<file path="src/rtl/alu_writeback_pkg.sv">
// Shared definitions for the ALU write-back stage: the result byte, the
// destination select, the write-back FSM states and the small helper that
// maps a destination to the FSM state that services it.
package alu_writeback_pkg;

    typedef logic [7:0] BYTE;

    typedef enum logic [1:0] {
        DST_ACC   = 2'd0,
        DST_STACK = 2'd1,
        DST_HEAD  = 2'd2,
        DST_CACHE = 2'd3
    } ALU_DST;

    typedef enum logic [1:0] {
        IDLE       = 2'd0,
        WR_FAST    = 2'd1,
        WAIT_STACK = 2'd2,
        WAIT_CACHE = 2'd3
    } WB_STATE;

    // Accumulator and head complete in a single cycle; stack and cache
    // have to wait for their handshake.
    function automatic WB_STATE dst_to_state(input ALU_DST dst);
        WB_STATE st;
        case (dst)
            DST_ACC:   st = WR_FAST;
            DST_HEAD:  st = WR_FAST;
            DST_STACK: st = WAIT_STACK;
            DST_CACHE: st = WAIT_CACHE;
            default:   st = IDLE;
        endcase
        return st;
    endfunction

    function automatic logic byte_is_zero(input BYTE value);
        return (value == 8'h00);
    endfunction

endpackage

</file>
<file path="src/rtl/alu_writeback_stall_timer.sv">
// Stall timer for write-back WAIT states: counts wait cycles without a
// handshake and flags the cycle in which the next miss would hit the limit.
module wb_stall_timer #(
    parameter int STALL_LIMIT = 15,
    parameter int CNT_W       = 4
) (
    input  logic clock,
    input  logic reset_n,
    input  logic clr,
    input  logic en,
    output logic last
);

    logic [CNT_W-1:0] cnt_r;

    // Wait-cycle counter: clear has priority over count enable.
    always_ff @(posedge clock or negedge reset_n) begin
        if (!reset_n) begin
            cnt_r <= {CNT_W{1'b0}};
        end else if (clr) begin
            cnt_r <= {CNT_W{1'b0}};
        end else if (en) begin
            cnt_r <= cnt_r + {{(CNT_W-1){1'b0}}, 1'b1};
        end else begin
            cnt_r <= cnt_r;
        end
    end

    // The current cycle is the last one a request may still be serviced in.
    assign last = (cnt_r == CNT_W'(STALL_LIMIT - 1));

endmodule

</file>
<file path="src/rtl/alu_writeback.sv">
// ALU write-back stage: latches one ALU result, drives the write strobe of
// the selected destination, waits for stack/cache handshakes with a stall
// timeout, and back-pressures the control unit while a write is pending.
module alu_writeback
    import alu_writeback_pkg::*;
#(
    parameter int STALL_LIMIT = 15,
    parameter int CNT_W       = 4
) (
    input  logic   clock,
    input  logic   reset_n,
    input  logic   wb_valid_i,
    output logic   wb_ready_o,
    input  ALU_DST wb_dst_i,
    input  BYTE    alu_out,
    input  logic   flush_i,
    output logic   acc_we_o,
    output logic   head_we_o,
    output logic   stack_push_o,
    input  logic   stack_ready_i,
    output logic   cache_we_o,
    input  logic   cache_ack_i,
    output BYTE    wb_data_o,
    output logic   zero_o,
    output logic   busy_o,
    output logic   err_o
);

    WB_STATE state_r;
    WB_STATE state_s;
    ALU_DST  dst_r;
    BYTE     data_r;
    logic    zero_r;
    logic    err_r;

    logic    in_wait_s;
    logic    hs_s;
    logic    ready_s;
    logic    accept_s;
    logic    timeout_s;
    logic    last_s;
    logic    tmr_clr_s;
    logic    tmr_en_s;

    // Handshake select, ready, accept, timeout and next-state decision.
    always_comb begin
        in_wait_s = 1'b0;
        hs_s      = 1'b0;
        case (state_r)
            WAIT_STACK: begin
                in_wait_s = 1'b1;
                hs_s      = stack_ready_i;
            end
            WAIT_CACHE: begin
                in_wait_s = 1'b1;
                hs_s      = cache_ack_i;
            end
            default: begin
                in_wait_s = 1'b0;
                hs_s      = 1'b0;
            end
        endcase

        if (flush_i) begin
            ready_s = 1'b0;
        end else if (in_wait_s) begin
            ready_s = hs_s;
        end else begin
            ready_s = 1'b1;
        end

        accept_s  = wb_valid_i && ready_s;
        timeout_s = in_wait_s && !hs_s && last_s && !flush_i;

        if (flush_i) begin
            state_s = IDLE;
        end else if (accept_s) begin
            state_s = dst_to_state(wb_dst_i);
        end else if (in_wait_s && !hs_s && !timeout_s) begin
            state_s = state_r;
        end else begin
            state_s = IDLE;
        end

        tmr_clr_s = flush_i || accept_s || timeout_s;
        tmr_en_s  = in_wait_s && !hs_s && !tmr_clr_s;
    end

    // FSM state and latched destination.
    always_ff @(posedge clock or negedge reset_n) begin
        if (!reset_n) begin
            state_r <= IDLE;
            dst_r   <= DST_ACC;
        end else begin
            state_r <= state_s;
            if (accept_s) begin
                dst_r <= wb_dst_i;
            end else begin
                dst_r <= dst_r;
            end
        end
    end

    // Result register and zero flag, loaded only on accept.
    always_ff @(posedge clock or negedge reset_n) begin
        if (!reset_n) begin
            data_r <= 8'h00;
            zero_r <= 1'b1;
        end else if (accept_s) begin
            data_r <= alu_out;
            zero_r <= byte_is_zero(alu_out);
        end else begin
            data_r <= data_r;
            zero_r <= zero_r;
        end
    end

    // Sticky stall-timeout flag; flush is the only way to clear it.
    always_ff @(posedge clock or negedge reset_n) begin
        if (!reset_n) begin
            err_r <= 1'b0;
        end else if (flush_i) begin
            err_r <= 1'b0;
        end else if (timeout_s) begin
            err_r <= 1'b1;
        end else begin
            err_r <= err_r;
        end
    end

    wb_stall_timer #(
        .STALL_LIMIT (STALL_LIMIT),
        .CNT_W       (CNT_W)
    ) u_stall_timer (
        .clock   (clock),
        .reset_n (reset_n),
        .clr     (tmr_clr_s),
        .en      (tmr_en_s),
        .last    (last_s)
    );

    // Strobes decode from registered state only, so they are glitch-free
    // with respect to the inputs and drop immediately on async reset.
    assign acc_we_o     = (state_r == WR_FAST) && (dst_r == DST_ACC);
    assign head_we_o    = (state_r == WR_FAST) && (dst_r == DST_HEAD);
    assign stack_push_o = (state_r == WAIT_STACK);
    assign cache_we_o   = (state_r == WAIT_CACHE);
    assign busy_o       = (state_r != IDLE);
    assign wb_ready_o   = ready_s;
    assign wb_data_o    = data_r;
    assign zero_o       = zero_r;
    assign err_o        = err_r;

endmodule

</file>
<file path="config.mk">
export PLATFORM = sky130hd
export DESIGN_NAME = alu_writeback
export DESIGN_NICKNAME = d
export VERILOG_FILES = /design/src/rtl/alu_writeback_pkg.sv /design/src/rtl/alu_writeback_stall_timer.sv /design/src/rtl/alu_writeback.sv
export SDC_FILE = /design/constraint.sdc
export NUM_CORES = 1
export LEC_CHECK = 0
export ABC_CLOCK_PERIOD_IN_PS = 4700
export BUFFER_PORTS_ARGS = -buffer_cell sky130_fd_sc_hd__buf_4
export CAP_MARGIN = 20
export CELL_PAD_IN_SITES_DETAIL_PLACEMENT = 0
export CELL_PAD_IN_SITES_GLOBAL_PLACEMENT = 1
export CORE_ASPECT_RATIO = 1.4
export CORE_MARGIN = 2
export CORE_UTILIZATION = 39
export DETAILED_ROUTE_END_ITERATION = 8
export GPL_ROUTABILITY_DRIVEN = 0
export PLACE_DENSITY_LB_ADDON = 0.25
export SLEW_MARGIN = 5
export SYNTH_ARGS = -nofsm -noshare
export SYNTH_HDL_FRONTEND = slang
export SYNTH_SLANG_ARGS = --single-unit
</file>
<file path="constraint.sdc">
create_clock -name clock -period 4.7 [get_ports clock]
set_input_delay 0.235 -clock clock [delete_from_list [all_inputs] [get_ports clock]]
set_output_delay 0.235 -clock clock [all_outputs]
set_load 0.01 [all_outputs]
</file>
==> impl_results.md <==
* Outcome: finished clean
* HP Class: input pin to flop
* Global Route Usage Sum at 0.1570
* VDD IR-drop max at 237.0 uV
* Initial DRC count at 7
* Setup crit end kind: output port
* Yosys warnings at 0
* Fin. Hold Viols at 0
* Post-CTS Hold Buffers at 1
* I/O pins at 32
* Vias at 739
* Highest-delay cell along the critical path: mux2i_1
* Library cells used by synthesis at 34
* Post-CTS Resized at 0
* CTS buffer count at 3
* Setup TNS Final at 0 ps
* Area delta synth->final at 30.42%
* Deepest clock path buffer count at 2
* Setup violations, final at 0
* Post-Place Setup Slack at 2488 ps
* Req. time, crit path at 4470 ps
* Port bufs at 31
* Crit path max fanout at 14
* Slew Viols, Final at 0
* Diode count at 0
* Initial antenna violation count at 0
* CP max stage delay at 870 ps
* Vias in the first global route at 708
* Final HPWL DP at 1396 um
* Drt pass-1 iters at 4
* Most frequent cells in the layout: 31 x buf_4, 17 x dfrtp_1, 10 x mux2_2
* WHS at 162.5 ps
* Overall power at 351.0 uW
* Remaining Overflow, GRT at 0
* Crit share post-route at 0.4942
* DRC viols at 0
* Critical Path Source Type: flop
* Footprint of the multi-input gates at 415.4 um^2
* Starting Density at 0.4165
* Cell Area, Synth at 917.1 um^2
* Drt total wl at 1842 um
* Pwr/cell area at 293.4 nW/um^2
* Commonest non-fill, non-tap cell in the layout: buf_4
* Fillers at 216
* Largest net degree at the start of global routing at 20
* CTS tree: done
* Clock sink count at 18
* Ys flop type: dfrtp_1
* Path type of the worst setup path: flop to output port
* DR WL/cell at 13.75 um
* Number of synthesized flops with an enable pin at 0
* Final Skew at 2.002 ps
* First-pass GRT wire length at 3084 um
* Max Fclk at 0.4306 GHz
* H-Tree Level Count at 1
* Minimum clock period after layout at 2323 ps
* Post-CTS Setup Bufs at 0
* Die W at 44.99 um
* Routed Antenna Nets at 0
* Mean Syn Cell Area at 11.32 um^2
* Reg area at 451.7 um^2
* Core region area at 2202 um^2
* Nets@finish at 131
* CTS root buffer: clkbuf_4
* Vias/cell at 5.515
* Max cap viols at 0
* Asr flop ratio synth at 1.000
* Rows at 20
* Post-synthesis sequential area ratio at 0.4925
* RSZ-0062 raised after global routing: false
* Yosys reg bits at 18
* Reg clk slew, reported paths at 100 ps
* Pleak at 0.0005587 uW
* Fraction of layout cells with a size suffix above 1 at 0.4286
* Slew headroom at 0.2969
* Post-synthesis net count at 99
* Skew-Pair Late Insertion Delay at 290 ps
* CP Data Arrival Time at 2090 ps
* Crit path cell chain: mux2i_1 -> and2_1 -> nor2_1 -> buf_4
* Post-synthesis instance total at 81
* Worst Max-Slew Pin Slew at 1025 ps
* Slack of the critical path at 2377 ps
* Chip height at 61.38 um
* Die footprint at 2761 um^2
## power by group
part           internal [uW]  leakage [uW]  switching [uW]  total [uW]
logic                   43.2      0.000314            31.2        74.4
registers                171      0.000224            12.0         183
clock network           47.2     0.0000210            46.6        93.9
total                    261      0.000559            89.9         351
## sequential cells by signal, summed over array words and instances (netlist names)
signal,cells
dst_r,2
err_o,1
state_r,2
u_stall_timer.cnt_r,4
wb_data_o,8
zero_o,1
## metal layers
| metal | global-route usage | vias up | share of wire | wire (um) |
|---|---|---|---|---|
| li1 | - | 363 | - | - |
| met1 | 0.1902 | 347 | 0.43 | 791 |
| met2 | 0.2592 | 24 | 0.49 | 899 |
| met3 | 0.02053 | 5 | 0.055 | 102 |
| met4 | 0.1008 | 0 | 0.027 | 49 |
| met5 | 0 | - | 0 | 0 |
## worst max-delay path, delay by kind of cell (launching register included)
family	cells	cell delay (ps)
multiplexers	1	870
flip-flops	1	440
AND/OR/NAND/NOR	2	340
buffers and inverters	1	140
## cells by family after synthesis
logic type,share of synthesized area
compound gates,0.1214
fa+ha+maj,0.02728
buf+inv,0.05456
flops,0.4925
mux,0.1446
simple gates,0.1596
## worst paths after layout
check / startpoint / end / slack (ps) / cells past startpoint
setup / recovery: state_r[0] / wb_ready_o / 2380 / 4
hold / removal: wb_valid_i / u_stall_timer.cnt_r[0] / 160 / 2
setup reg to reg: state_r[0] / wb_data_o[6] / 2480 / 3
hold reg to reg: zero_o / zero_o / 470 / 2
max in group asynchronous: reset_n / zero_o / 4110 / 2
min in group asynchronous: reset_n / u_stall_timer.cnt_r[0] / 330 / 2
## through the flow
stage                     cell area, um^2    util  instances
final                                1196  0.5432        134
after floorplan                     917.1       -         81
after global routing                 1196  0.5432        134
after detailed placement             1150  0.5222        129
after global placement               1150  0.5222        129
after CTS                            1196  0.5432        134
## synth_stat cells (2+ instances only)
cell type	instances	area (um^2)
mux2_2	10	112.6
a21oi_1	3	15.01
dfrtp_1	17	425.4
clkbuf_1	3	11.26
and2_1	2	12.51
nor3b_1	2	15.01
nor4_1	2	12.51
nand3_1	4	20.02
nand4_1	2	12.51
inv_1	6	22.52
a211o_1	2	17.52
ha_1	2	25.02
mux2i_1	2	20.02
nor2_1	3	11.26
nand2_1	2	7.510
## cell type report
class                           instances  area share
Clock buffer                            4     0.03033
Inverter                                6     0.01883
Multi-Input combinational cell         52      0.3473
Sequential cell                        18      0.3776
Tap cell                               22     0.02301
Timing Repair Buffer                   32      0.2029
(Power assumes the default switching activity.)
